<file path="src/rtl/uart_oversample_voter.sv">
// rtl/uart_oversample_voter.sv - oversampling majority-vote bit recovery for the UART RX path
//
// Ports:
//   clk                 system clock, rising edge
//   rst                 asynchronous active-low reset
//   prescale            clocks per bit, latched on enable rise / bit_restart
//   data_sample_enable  high while a frame is being received
//   bit_restart         one-cycle pulse realigning bit timing to index 0
//   SRL_data            raw asynchronous serial line
//   sampled_data        voted bit value, held between votes
//   sampled_valid       one-cycle pulse when sampled_data updates
//   noise_flag          samples of the last vote were not unanimous
//   bit_done            one-cycle pulse on the last clock of each bit
//   edge_count          oversample index within the bit, 0..P-1
//   cfg_error           latched prescale is too small for the sample window
module uart_oversample_voter #(
    parameter int PRESCALE_WIDTH = 6,
    parameter int SAMPLES_NO     = 3,
    parameter int SYNC_STAGES    = 2
) (
    input  logic                      clk,
    input  logic                      rst,
    input  logic [PRESCALE_WIDTH-1:0] prescale,
    input  logic                      data_sample_enable,
    input  logic                      bit_restart,
    input  logic                      SRL_data,
    output logic                      sampled_data,
    output logic                      sampled_valid,
    output logic                      noise_flag,
    output logic                      bit_done,
    output logic [PRESCALE_WIDTH-1:0] edge_count,
    output logic                      cfg_error
);

    localparam int PW        = PRESCALE_WIDTH;
    localparam int ONES_W    = $clog2(SAMPLES_NO + 1);
    localparam int MIN_P_INT = (SAMPLES_NO + 2 > 4) ? SAMPLES_NO + 2 : 4;

    localparam logic [PW:0]       MIN_P     = (PW + 1)'(MIN_P_INT);
    localparam logic [PW-1:0]     HALF_S    = PW'(SAMPLES_NO / 2);
    localparam logic [PW-1:0]     S_M1      = PW'(SAMPLES_NO - 1);
    localparam logic [ONES_W-1:0] ONES_HALF = ONES_W'(SAMPLES_NO / 2);
    localparam logic [ONES_W-1:0] ONES_ALL  = ONES_W'(SAMPLES_NO);

    logic [SYNC_STAGES-1:0] sync_q;
    logic                   line_s;
    logic [PW-1:0]          p_lat;
    logic [PW-1:0]          p_next;
    logic                   p_legal_next;
    logic                   en_d;
    logic                   en_rise;
    logic                   realign;
    logic                   counting;
    logic [PW-1:0]          first_idx;
    logic [PW-1:0]          last_idx;
    logic [PW-1:0]          wrap_idx;
    logic [PW-1:0]          done_idx;
    logic                   in_window;
    logic [ONES_W-1:0]      ones;
    logic [ONES_W-1:0]      ones_sum;

    // Synchroniser presets to 1 so reset looks like an idle line.
    always_ff @(posedge clk or negedge rst) begin
        if (!rst) begin
            sync_q <= '1;
        end else begin
            sync_q <= {sync_q[SYNC_STAGES-2:0], SRL_data};
        end
    end

    assign line_s = sync_q[SYNC_STAGES-1];

    assign en_rise      = data_sample_enable & ~en_d;
    assign p_next       = (en_rise | bit_restart) ? prescale : p_lat;
    assign p_legal_next = ({1'b0, p_next} >= MIN_P);

    // cfg_error is computed from the value P_lat is about to take, so the
    // two registers always agree in the same cycle.
    assign realign  = data_sample_enable & (en_rise | bit_restart);
    assign counting = data_sample_enable & ~realign & ~cfg_error;

    assign first_idx = (p_lat >> 1) - HALF_S;
    assign last_idx  = first_idx + S_M1;
    assign wrap_idx  = p_lat - PW'(1);
    assign done_idx  = p_lat - PW'(2);
    assign in_window = (edge_count >= first_idx) && (edge_count <= last_idx);
    assign ones_sum  = ones + ONES_W'(line_s);

    always_ff @(posedge clk or negedge rst) begin
        if (!rst) begin
            en_d          <= 1'b0;
            p_lat         <= '0;
            cfg_error     <= 1'b0;
            edge_count    <= '0;
            ones          <= '0;
            sampled_data  <= 1'b0;
            sampled_valid <= 1'b0;
            noise_flag    <= 1'b0;
            bit_done      <= 1'b0;
        end else begin
            en_d          <= data_sample_enable;
            p_lat         <= p_next;
            cfg_error     <= ~p_legal_next;
            sampled_valid <= 1'b0;
            bit_done      <= 1'b0;
            if (counting) begin
                edge_count <= (edge_count == wrap_idx) ? '0 : edge_count + PW'(1);
                if (edge_count == '0) begin
                    ones <= '0;
                end else if (in_window) begin
                    ones <= ones_sum;
                end
                // Vote registered off the last sample so it is visible at LAST+1.
                if (edge_count == last_idx) begin
                    sampled_valid <= 1'b1;
                    sampled_data  <= (ones_sum > ONES_HALF);
                    noise_flag    <= (ones_sum != '0) && (ones_sum != ONES_ALL);
                end
                bit_done <= (edge_count == done_idx);
            end else begin
                // Disabled, realigning or misconfigured: park at index 0.
                edge_count <= '0;
                ones       <= '0;
            end
        end
    end

endmodule

</file>
<file path="config.mk">
export PLATFORM = sky130hd
export DESIGN_NAME = uart_oversample_voter
export DESIGN_NICKNAME = d
export VERILOG_FILES = /design/src/rtl/uart_oversample_voter.sv
export SDC_FILE = /design/constraint.sdc
export NUM_CORES = 1
export LEC_CHECK = 0
export ABC_AREA = 1
export CAP_MARGIN = 5
export CORE_MARGIN = 8
export CORE_UTILIZATION = 50
export CTS_CLUSTER_DIAMETER = 80
export DETAILED_ROUTE_END_ITERATION = 12
export PLACE_DENSITY = 0.76
export SYNTH_ARGS = -nofsm -noshare
export SYNTH_HDL_FRONTEND = slang
export SYNTH_SLANG_ARGS = --single-unit
</file>
<file path="constraint.sdc">
create_clock -name clk -period 2.3 [get_ports clk]
set_input_delay 0.345 -clock clk [delete_from_list [all_inputs] [get_ports clk]]
set_output_delay 0.345 -clock clk [all_outputs]
set_load 0.05 [all_outputs]
</file>
==> reports/results.tsv <==
stage	metric	value	unit
timing	Hold Fails Final Rpt	0	
setup_path	Crit path required time	2500	ps
clock_tree	register clock-pin slew on the reported worst setup and hold paths	140	ps
placed_design	Placed Area	2053	um^2
setup_path	reg2reg end	ones[1]	
timing	Final Critical Period	2378	ps
floorplan	Initial Util	51.36	%
layout	post-route design area	2195	um^2
clock_tree	clk buf depth	2	
placed_design	port bufs	21	
clock_tree	clk_lat worst skew	320	ps
grt	GRT Resource Usage Total	14.65	%
outcome	failing checks	negative setup slack	
yosys	syn_nets	250	
drt	Remaining DRCs	0	
clock_tree	Root Buffer	clkbuf_4	
yosys	cell taking the most area after synthesis	dfrtp_1	
timing	clk_skew	20.94	ps
yosys	Synth Instances	219	
yosys	post-synth top area share	29.43	%
drt	Total Wirelength	3666	um
setup_path	r2r setup slk	-80	ps
drt	Wirelength per Cell	12.10	um
outcome	status	complete, but fails checks	
placed_design	Final Wtd Congestion	0.8534	
floorplan	die area	5523	um^2
timing	post-route worst setup slack	-77.54	ps
layout	Area Overhead vs Synth	29.07	%
placed_design	post-DP HPWL	2857	um
setup_path	WS Path Type	flip-flop to flip-flop	
power_and_ir_drop	VDD IR-drop max	318.7	uV
yosys	leading post-synthesis cells by cell area	dfrtp_1, ha_1, nand2_1	
drt	via count	1486	
timing	Least-Margin Pin Slew	504.7	ps
timing	# setup viols final	2	
setup_path	Critical Path Start Type	flip-flop	
layout	# nets final	289	
timing	Slew Limit Fails	0	
yosys	register area share after synthesis	32.52	%
clock_tree	Num CTS Buffers	3	
yosys	Post-Syn Area per Cell	7.764	um^2
job	MaxCap Viol Count	0	
timing	Slew HR	66.25	%
layout	# diodes	0	
grt	first-pass GRT wire length	6210	um
power_and_ir_drop	Final Power	1.099	mW
floorplan	IO Count	22	
floorplan	Rows	21	
grt	Congestion Overflow GR	0	
floorplan	Die X	74.32	um
floorplan	die outline height	74.32	um
power_and_ir_drop	Power Density	500.7	nW/um^2
clock_tree	CTS tree	yes	
yosys	synth unique cells	31	
drt	ANT nets after route	0	
setup_path	CP Capture Type	flip-flop	
grt	initial antenna violation count	0	
drt	Starting DRT DRC Count	44	
setup_path	R2R cell count	17	
clock_tree	number of clock sinks	22	
drt	drt first pass iters	4	
power_and_ir_drop	Lkg Pwr	1.081	nW
timing	RSZ-0062 raised after global routing	yes	
layout	commonest cells after routing, fill and taps aside	nand2_1, inv_1, nor2_1, clkdlybuf4s50_1, dfrtp_1	
clock_tree	H-Tree Depth	1	
layout	commonest non-fill, non-tap cell in the layout	nand2_1	
grt	vias in the first global route	1400	
floorplan	Core Area	3311	um^2
yosys	Synth Cell Area	1700	um^2
timing	fmax	420.6	MHz
yosys	flip-flop and latch count after synthesis	22	
setup_path	CP Max Fanout	5	
yosys	yosys warns	0	
setup_path	arrival time worst endpoint	2580	ps
grt	largest net degree at the start of global routing	23	
drt	via/cell ratio	4.904	
setup_path	reg2reg start	p_lat[2]	
hold_path	worst min path class	input port to asynchronous set/reset pin	
timing	Final period util	103.4	%
layout	layout cells sized above 1	23.35	%
## synth_stat cells
cell type	n
buf_2	1
o21bai_1	1
nor2_2	3
o21a_1	2
xor2_4	1
nand2_1	55
inv_4	1
o211ai_1	1
dfrtp_1	20
nand2_4	2
nand3_4	1
nor3_1	2
nand4_1	2
nor2_4	1
inv_2	4
ha_1	20
xor2_1	6
or2_1	1
a21oi_1	5
o21bai_2	1
nor2_1	23
inv_1	30
nor3_2	2
xnor2_1	5
dfstp_2	2
nand2_2	2
o31ai_1	1
xor2_2	1
nand3_2	1
o21ai_0	9
nand3_1	13
## through the flow
| step | util (%) | TNS [ps] | hold slack (ps) | instances | setup WS, ps |
|---|---|---|---|---|---|
| 6_report | 66.29 | -142.4 | 350.1 | 303 | -77.54 |
| 5_1_grt | 66.29 | -660.9 | 370.7 | 303 | -232.5 |
| 4_1_cts | 63.04 | 0 | 363.8 | 299 | 2.124 |
| 3_5_place_dp | 62.02 | -7.818 | 347.3 | 295 | -7.818 |
| 3_3_place_gp | 62.02 | 0 | 346.1 | 295 | 33.34 |
| 2_1_floorplan | - | -14.98 | 49.41 | 219 | -14.98 |
## routing by layer
layer | track usage (%) | share of wire, % | vias up | wire (um)
li1 | - | - | 766 | -
met1 | 18.69 | 49 | 690 | 1782
met2 | 24.51 | 47 | 24 | 1721
met3 | 1.617 | 2.3 | 6 | 86
met4 | 5.870 | 2.1 | 0 | 76
met5 | 0 | 0 | - | 0
## kinds of logic (layout without fill, tap and decap cells)
logic type | count (synthesis) | after routing | synth area share (%)
DFF | 22 | 22 | 32.52
AOI/OAI and AO/OA | 20 | 20 | 6.990
buffers and inverters | 36 | 74 | 8.168
adders and majority gates | 20 | 20 | 14.72
xor gates and xnor gates | 13 | 13 | 8.242
and+or+nand+nor | 108 | 108 | 29.36
## final cells by class
| type | count | area [um^2] |
|---|---|---|
| Fill cell | 306 | 1116 |
| Multi-Input combinational cell | 161 | 1104 |
| Sequential cell | 22 | 554.3 |
| Timing Repair Buffer | 35 | 319.1 |
| Inverter | 35 | 133.9 |
| Tap cell | 46 | 57.56 |
| Clock buffer | 4 | 26.28 |
## critical path, cell delays in order, from the launching register on
cell	delay, ps
dfrtp_1	410
inv_2	100
ha_4	190
nand2_2	60
inv_2	70
nor2_4	40
ha_4	160
buf_6	110
xnor2_2	120
ha_1	320
nand2_1	70
inv_1	40
o21bai_1	150
nand3_1	110
nand2_2	110
nand2_2	80
nand3_2	60
nand2_1	50
## power by group
group | leakage [nW] | internal, mW | switching, mW | total [mW]
logic | 0.784 | 0.203 | 0.268 | 0.472
registers | 0.282 | 0.414 | 0.0244 | 0.438
clock network | 0.0150 | 0.0678 | 0.121 | 0.189
total | 1.08 | 0.685 | 0.414 | 1.10
## worst max path at each step
stage,start,endpoint,depth (start not counted)
global route,p_lat[2],ones[1],17
CTS,p_lat[1],sampled_data,15
floorplan,p_lat[2],sampled_data,15
global placement,p_lat[1],sampled_data,15
detailed placement,p_lat[1],sampled_data,15
finish,p_lat[2],ones[1],17
## timing repair
action | CTS | global route
gates resized for setup | 2 | 22
setup buffers | 0 | 4
hold buffers | 0 | 0
pin swaps | 1 | 14
endpoints found under the setup margin | 4 | 4
## registers in the layout, indices dropped and copies added (netlist names), 2 cells and up
name,count
ones,2
edge_count,6
sync_q,2
p_lat,6
(Power assumes the default switching activity.)
